==> src/rtl/pwm_duty_ramp.sv <==
// Soft-start/soft-stop duty slew limiter that feeds the PWM generator's 16-bit duty input.
// Duty moves toward the effective target by at most STEP counts once per PWM period.
module pwm_duty_ramp #(
    parameter int unsigned PERIOD   = 24000,
    parameter int unsigned STEP     = 240,
    parameter int unsigned MAX_DUTY = 24000
) (
    input  logic        clk_i,
    input  logic        reset_i,
    input  logic        enable_i,
    input  logic        load_i,
    input  logic [15:0] target_i,
    output logic [15:0] duty_o,
    output logic        tick_o,
    output logic        atTarget_o,
    output logic        busy_o
);

    localparam logic [15:0] LAST_COUNT = 16'(PERIOD - 1);
    localparam logic [15:0] STEP_W     = 16'(STEP);
    localparam logic [15:0] MAX_W      = 16'(MAX_DUTY);

    typedef enum logic [1:0] {
        OFF  = 2'd0,
        RAMP = 2'd1,
        HOLD = 2'd2
    } rampState_t;

    rampState_t  stateQ;
    logic [15:0] cntQ, cntD;
    logic [15:0] targetQ, targetD;
    logic [15:0] dutyQ, dutyD;
    logic        tickQ, tickD;
    logic        atTargetQ;
    logic        busyQ;

    logic [15:0] effTarget;
    logic [15:0] clampedTarget;
    logic [15:0] gapUp, gapDown;

    assign effTarget     = enable_i ? targetQ : 16'd0;
    assign clampedTarget = (target_i > MAX_W) ? MAX_W : target_i;

    // Each gap is only used when it is positive, so the 16-bit subtraction never wraps
    // and dutyQ + STEP can only be chosen when it stays strictly below the target.
    assign gapUp   = effTarget - dutyQ;
    assign gapDown = dutyQ - effTarget;

    always_comb begin
        cntD    = (cntQ == LAST_COUNT) ? 16'd0 : cntQ + 16'd1;
        tickD   = (cntD == LAST_COUNT);
        targetD = load_i ? clampedTarget : targetQ;
        dutyD   = dutyQ;
        if (tickQ) begin
            if (dutyQ < effTarget) begin
                dutyD = (gapUp <= STEP_W) ? effTarget : dutyQ + STEP_W;
            end else if (dutyQ > effTarget) begin
                dutyD = (gapDown <= STEP_W) ? effTarget : dutyQ - STEP_W;
            end
        end
    end

    // The tick register is loaded from the next count, so it is high exactly while the
    // counter sits at its last value; the duty update therefore sees the pre-load target.
    always_ff @(posedge clk_i) begin
        if (reset_i) begin
            cntQ      <= 16'd0;
            targetQ   <= 16'd0;
            dutyQ     <= 16'd0;
            tickQ     <= 1'b0;
            atTargetQ <= 1'b1;
            busyQ     <= 1'b0;
            stateQ    <= OFF;
        end else begin
            cntQ      <= cntD;
            targetQ   <= targetD;
            dutyQ     <= dutyD;
            tickQ     <= tickD;
            atTargetQ <= (dutyQ == effTarget);
            case (stateQ)
                OFF: begin
                    if (effTarget != 16'd0) begin
                        stateQ <= RAMP;
                        busyQ  <= 1'b1;
                    end
                end
                RAMP: begin
                    if (dutyQ == effTarget && effTarget != 16'd0) begin
                        stateQ <= HOLD;
                        busyQ  <= 1'b0;
                    end else if (dutyQ == 16'd0 && effTarget == 16'd0) begin
                        stateQ <= OFF;
                        busyQ  <= 1'b0;
                    end
                end
                HOLD: begin
                    if (dutyQ != effTarget) begin
                        stateQ <= RAMP;
                        busyQ  <= 1'b1;
                    end
                end
                default: begin
                    stateQ <= OFF;
                    busyQ  <= 1'b0;
                end
            endcase
        end
    end

    assign duty_o     = dutyQ;
    assign tick_o     = tickQ;
    assign atTarget_o = atTargetQ;
    assign busy_o     = busyQ;

endmodule

==> config.mk <==
export PLATFORM = sky130hd
export DESIGN_NAME = pwm_duty_ramp
export DESIGN_NICKNAME = d
export VERILOG_FILES = /design/src/rtl/pwm_duty_ramp.sv
export SDC_FILE = /design/constraint.sdc
export NUM_CORES = 1
export LEC_CHECK = 0
export ABC_AREA = 1
export BUFFER_PORTS_ARGS = -buffer_cell sky130_fd_sc_hd__buf_2
export CORE_ASPECT_RATIO = 0.7
export CORE_MARGIN = 8
export CORE_UTILIZATION = 25
export CTS_CLUSTER_SIZE = 30
export DETAILED_ROUTE_END_ITERATION = 8
export PLACE_DENSITY_LB_ADDON = 0.15
export SYNTH_ARGS = -nofsm -noshare
export SYNTH_HDL_FRONTEND = slang
export SYNTH_SLANG_ARGS = --single-unit
==> constraint.sdc <==
create_clock -name clk_i -period 6.45 [get_ports clk_i]
set_input_delay 0.645 -clock clk_i [delete_from_list [all_inputs] [get_ports clk_i]]
set_output_delay 0.645 -clock clk_i [all_outputs]
set_load 0.005 [all_outputs]
==> flow_summary.ini, run 1 <==
[routing]
drc = 0
first_pass_iters = 5
drt_iter0_markers = 515
drt-total-wl_mm = 18.0
vias_per_cell = 4.60
avgRoutedWirePerCell_um = 15.1
drtAntennaViolNets = 0
vias = 5467

[floorplan]
placeableCoreArea_um2 = 20000
start_util = 0.257
height_of_the_die_um = 136
floorplan.die.width_um = 187
die-area_um2 = 25400
ios = 39
floorplan.rows = 43

[clock_tree]
cts_tree = built
clkSlewWorstSetupHoldPaths_ns = 0.08
postCtsResizedCells = 0
ctsRootBufferMaster = sky130_fd_sc_hd__clkbuf_16
cts.path.max_buffers = 2
cts_hold_buf = 0
cts_setup_buffers = 0
cts.sinks = 52
clock_latency_reported_for_the_late_side_of_the_worst_skew_pair_ns = 0.31
number_of_buffers_created_by_cts = 5
clock_tree.htree_level_count = 2

[synthesis]
yosys_warnings = 0
synth.lib_cells_used.distinct = 35
ys_seq_area_frac = 0.203
postSynthNetCount = 949
synth-async-reset-ratio = 0
area_of_the_mapped_netlist_um2 = 5130
synth-edff-count = 0
synthCells = 891
synth_seq_cells = 52
synth_ff_type = sky130_fd_sc_hd__dfxtp_1
synth_area_per_cell_um2 = 5.76

[setup_path]
critPathCaptureType = register
critical_path_arrival_ns = 3.96
worstSetupEndpoint = duty_o[2]
register_to_register_setup_slack_ns = 2.87
r2r_cells = 15
crit_required_ns = 6.70
critical-path-max-stage-delay_ns = 0.52
crit_path_start_kind = primary input
critPathKind = primary input to register
cpMaxStageDelayCell = sky130_fd_sc_hd__a21oi_4
crit_fanout = 16
path_cells = buf_2, nand2_1, inv_1, ha_1, nand2_1, nand2_1, nand2_1, nand2_1, nand2_1, nand3_2, a21oi_4, inv_1, nand2_2, nand2_4, nor2_4, nor2_1, nor2_1
regToRegStartpoint = duty_o[7]
r2r-end = duty_o[2]
cp_common_cell = sky130_fd_sc_hd__nand2_1
cp-startpoint = enable_i

[finish]
antenna-diode-count = 0
layout.filler_cells = 2280
layout_cells_sized_above_1 = 0.0816
finish.net_count = 976
area_growth_pct = 11.6

[sta]
finalWorstPathRequiredPeriod_ns = 3.71
clock.fmax_mhz = 270
max_slew.worst_pin.slew_ns = 1.06
final_min_period_over_clock_period = 0.575
report.final.slew_viol_count = 0
hold_violations = 0
tns_ns = 0
final-setup-viol-count = 0
grt_setup_unrepaired = false
final.setup_skew_ns = 0.0105
slew_headroom = 0.292

[grt]
first_pass_grt_wire_length_mm = 28.4
gr_usage_total = 0.141
number_of_global_route_vias_before_repair = 4934
grt_max_degree = 26
grt_antenna_before_repair = 0
global_route.overflow_total = 0

[power_and_ir_drop]
total_power_mw = 0.869
pwr_dens_nw_per_um2 = 152
cellLeakagePower_nw = 3.06
ir_worst_vdd_mv = 0.102

[placement]
numPortBuffers = 38
routabilityCongestion = 0.888
hpwl_mm = 14.8

[outcome]
run_status = finished clean

[job]
drv_cap = 0

[worst_hold_path]
worst_hold_path_type = register to register
==> power by group <==
| group | switching, mW | internal (mW) | leakage, nW | total (mW) |
|---|---|---|---|---|
| combinational | 0.181 | 0.0744 | 2.56 | 0.256 |
| clock | 0.133 | 0.145 | 0.0702 | 0.278 |
| sequential | 0.00536 | 0.330 | 0.423 | 0.335 |
==> Yosys cell counts, drive strengths merged, types with 8 or more instances <==
| cell | count | area (um^2) |
|---|---|---|
| a21oi | 40 | 211 |
| buf | 8 | 41.3 |
| clkbuf | 10 | 37.5 |
| dfxtp | 52 | 1040 |
| ha | 38 | 475 |
| inv | 146 | 548 |
| nand2 | 277 | 1070 |
| nand3 | 102 | 515 |
| nand4 | 26 | 163 |
| nor2 | 110 | 450 |
| nor3 | 14 | 85.1 |
| o21ai | 23 | 126 |
| xor2 | 25 | 219 |
==> worst min-delay path by stage <==
stage / cells past startpoint / startpoint / slack (ns) / endpoint
finish: 2 / targetQ[15] / 0.44 / targetQ[15]
global route: 2 / targetQ[15] / 0.48 / targetQ[15]
CTS: 2 / targetQ[15] / 0.45 / targetQ[15]
detailed placement: 2 / targetQ[15] / 0.43 / targetQ[15]
global placement: 2 / targetQ[15] / 0.44 / targetQ[15]
floorplan: 2 / targetQ[15] / 0.42 / targetQ[15]
==> final cells by class <==
class | count | area, um^2 | share of cell area
Inverter | 146 | 548 | 0.0957
Clock inverter | 3 | 21.3 | 0.00372
Clock buffer | 5 | 125 | 0.0219
Multi-Input combinational cell | 675 | 3460 | 0.605
Timing Repair Buffer | 38 | 190 | 0.0332
Sequential cell | 52 | 1040 | 0.182
Tap cell | 270 | 338 | 0.0590
==> worst max-delay path: cells and delay by family <==
| kind | cells | cell delay, ns |
|---|---|---|
| and+or+nand+nor | 12 | 1.72 |
| buffers and inverters | 3 | 0.75 |
| AOI/OAI and AO/OA | 1 | 0.52 |
| adders and majority gates | 1 | 0.29 |
==> through the flow <==
stage | worst slack (ns) | cells | instance area [um^2] | util | hold slack [ns]
after floorplan | 3.29 | 891 | 5130 | - | 0.419
after global placement | 2.49 | 1181 | 5580 | 0.279 | 0.435
after detailed placement | 2.49 | 1181 | 5580 | 0.279 | 0.434
after CTS | 2.81 | 1189 | 5720 | 0.287 | 0.447
after global routing | 2.43 | 1189 | 5720 | 0.287 | 0.479
final | 2.74 | 1189 | 5720 | 0.287 | 0.445
==> flip-flops by register name (all words and copies together) (netlist names) <==
| name | count |
|---|---|
| atTarget_o | 1 |
| busy_o | 1 |
| cntQ | 16 |
| duty_o | 16 |
| stateQ | 1 |
| targetQ | 16 |
| tick_o | 1 |
==> layout by cell type, fill, tap and decap left out, types with 6 or more instances in the layout <==
master                    instances
sky130_fd_sc_hd__a21oi_1         39
sky130_fd_sc_hd__ha_1            38
sky130_fd_sc_hd__xor2_1          25
sky130_fd_sc_hd__nor2_1         101
sky130_fd_sc_hd__nand4_1         26
sky130_fd_sc_hd__nor2_2           6
sky130_fd_sc_hd__dfxtp_1         52
sky130_fd_sc_hd__nand3_1        101
sky130_fd_sc_hd__nand2_1        270
sky130_fd_sc_hd__buf_2           38
sky130_fd_sc_hd__o21ai_0         22
sky130_fd_sc_hd__nor3_1          11
sky130_fd_sc_hd__inv_1          139
sky130_fd_sc_hd__inv_2            7
==> kinds of logic (layout without fill, tap and decap cells) <==
family	after synthesis	count (layout)	synth area share
AND/OR/NAND/NOR	540	540	0.459
buffers and inverters	164	192	0.122
AO/OA/AOI/OAI	70	70	0.0769
flip-flops	52	52	0.203
adder cells (fa/ha/maj)	38	38	0.0927
XOR/XNOR	27	27	0.0461
==> layer usage <==
layer  up-vias  part of all wire  GRT usage
met1      2445              0.58      0.227
met4         0            0.0052     0.0176
li1       2862                 -          -
met2       153              0.36      0.189
met3         7             0.059     0.0258
met5         -                 0          0
No activity file was read; power rests on OpenSTA's default activity.
==> inputs of run 2 (changes only) <==
clock period = 3.15 ns   (was 6.45 ns; I/O delays follow)
==> flow_summary.ini, run 2 (synthesis gave the netlist of run 1 again) <==
[clock_tree]
clkSlewWorstSetupHoldPaths_ns = 0.07
cts.path.max_buffers = 2
clock_tree.htree_level_count = 2
cts_tree = built
postCtsResizedCells = 0
ctsRootBufferMaster = sky130_fd_sc_hd__clkbuf_16
cts_hold_buf = 0
clock_latency_reported_for_the_late_side_of_the_worst_skew_pair_ns = 0.31
cts.sinks = 52
cts_setup_buffers = 0
number_of_buffers_created_by_cts = 5

[outcome]
run_status = finished clean

[grt]
first_pass_grt_wire_length_mm = 29.8
number_of_global_route_vias_before_repair = 5394
gr_usage_total = 0.148
grt_antenna_before_repair = 0
global_route.overflow_total = 0
grt_max_degree = 24

[floorplan]
floorplan.die.width_um = 187
die-area_um2 = 25400
start_util = 0.257
floorplan.rows = 43
ios = 39
height_of_the_die_um = 136
placeableCoreArea_um2 = 20000

[setup_path]
crit_required_ns = 3.40
crit_fanout = 10
crit_path_start_kind = register
critPathCaptureType = register
critical_path_arrival_ns = 3.15
critPathKind = register to register
register_to_register_setup_slack_ns = 0.25

[routing]
avgRoutedWirePerCell_um = 14.9
drt-total-wl_mm = 18.5
vias_per_cell = 4.57
drc = 0
vias = 5681
first_pass_iters = 5
drtAntennaViolNets = 0
drt_iter0_markers = 432

[placement]
hpwl_mm = 15.6
post_dp_cell_area_um2 = 5990
placed_cells_incl_taps = 1234
numPortBuffers = 38
dp_slack_ns = 0.0678
routabilityCongestion = 0.879

[finish]
antenna-diode-count = 0
finish.instance_area_um2 = 6160
layout.cells.most_common = sky130_fd_sc_hd__nand2_1
fin_util = 0.309
layout.filler_cells = 2295
layoutNonFillerInstCount = 1242
area_growth_pct = 20.1
layout_cells_sized_above_1 = 0.132
final_cell_mix = sky130_fd_sc_hd__nand2_1 (270), sky130_fd_sc_hd__inv_1 (139), sky130_fd_sc_hd__nor2_1 (101), sky130_fd_sc_hd__nand3_1 (101)
finish.net_count = 1029

[sta]
max_slew.worst_pin.slew_ns = 0.518
hold_violations = 0
final_min_period_over_clock_period = 0.921
finalWorstSetupSlack_ns = 0.250
tns_ns = 0
final-setup-viol-count = 0
finalWorstPathRequiredPeriod_ns = 2.90
grt_setup_unrepaired = false
clock.fmax_mhz = 345
report.final.slew_viol_count = 0
slew_headroom = 0.654
final.setup_skew_ns = 0.00894
finalHoldWorstSlack_ns = 0.248

[job]
drv_cap = 0

[power_and_ir_drop]
ir_worst_vdd_mv = 0.205
cellLeakagePower_nw = 3.33
pwr_dens_nw_per_um2 = 317
total_power_mw = 1.95

[worst_hold_path]
worst_hold_path_type = primary input to register
-- run 2: per-layer routing --
metal	share of wire	up-vias	GRT usage
met3	0.056	15	0.0330
li1	-	2962	-
met5	0	-	0
met1	0.57	2564	0.229
met4	0.0087	0	0.0224
met2	0.37	140	0.203
-- run 2: worst paths after layout --
kind / to / cells past startpoint / start
max: duty_o[3] / 16 / duty_o[4]
min: targetQ[14] / 3 / target_i[15]
max reg2reg: duty_o[3] / 16 / duty_o[4]
min reg2reg: targetQ[15] / 2 / targetQ[15]
-- run 2: area by class of cell --
class                      instances  area [um^2]  share of cell area
clock buffer                       5          125              0.0203
clock inverter                     3         46.3             0.00752
inverter                         146          548              0.0890
multi-input combinational        675         3460               0.562
sequential                        52         1040               0.169
tap                              270          338              0.0548
timing repair buffer              91          601              0.0975
-- run 2: report_power, final --
group | internal, mW | switching, mW | leakage, nW | total, mW
clock network | 0.380 | 0.289 | 0.0857 | 0.670
registers | 0.675 | 0.0125 | 0.423 | 0.688
logic | 0.206 | 0.387 | 2.82 | 0.593
total | 1.26 | 0.689 | 3.33 | 1.95
-- run 2: critical path, cell delays in order, from the launching register on --
cell                      delay (ns)
sky130_fd_sc_hd__dfxtp_1        0.49
sky130_fd_sc_hd__inv_1          0.10
sky130_fd_sc_hd__ha_1           0.38
sky130_fd_sc_hd__nand2_1        0.16
sky130_fd_sc_hd__nor2_1         0.23
sky130_fd_sc_hd__nand2_1        0.10
sky130_fd_sc_hd__nand3_1        0.14
sky130_fd_sc_hd__nand2_1        0.16
sky130_fd_sc_hd__nand3_1        0.12
sky130_fd_sc_hd__nand2_1        0.10
sky130_fd_sc_hd__nor3_2         0.15
sky130_fd_sc_hd__nand2_1        0.11
sky130_fd_sc_hd__nand2_2        0.14
sky130_fd_sc_hd__nand2_4        0.14
sky130_fd_sc_hd__nor2_4         0.15
sky130_fd_sc_hd__nor2_1         0.05
sky130_fd_sc_hd__nor2_1         0.10
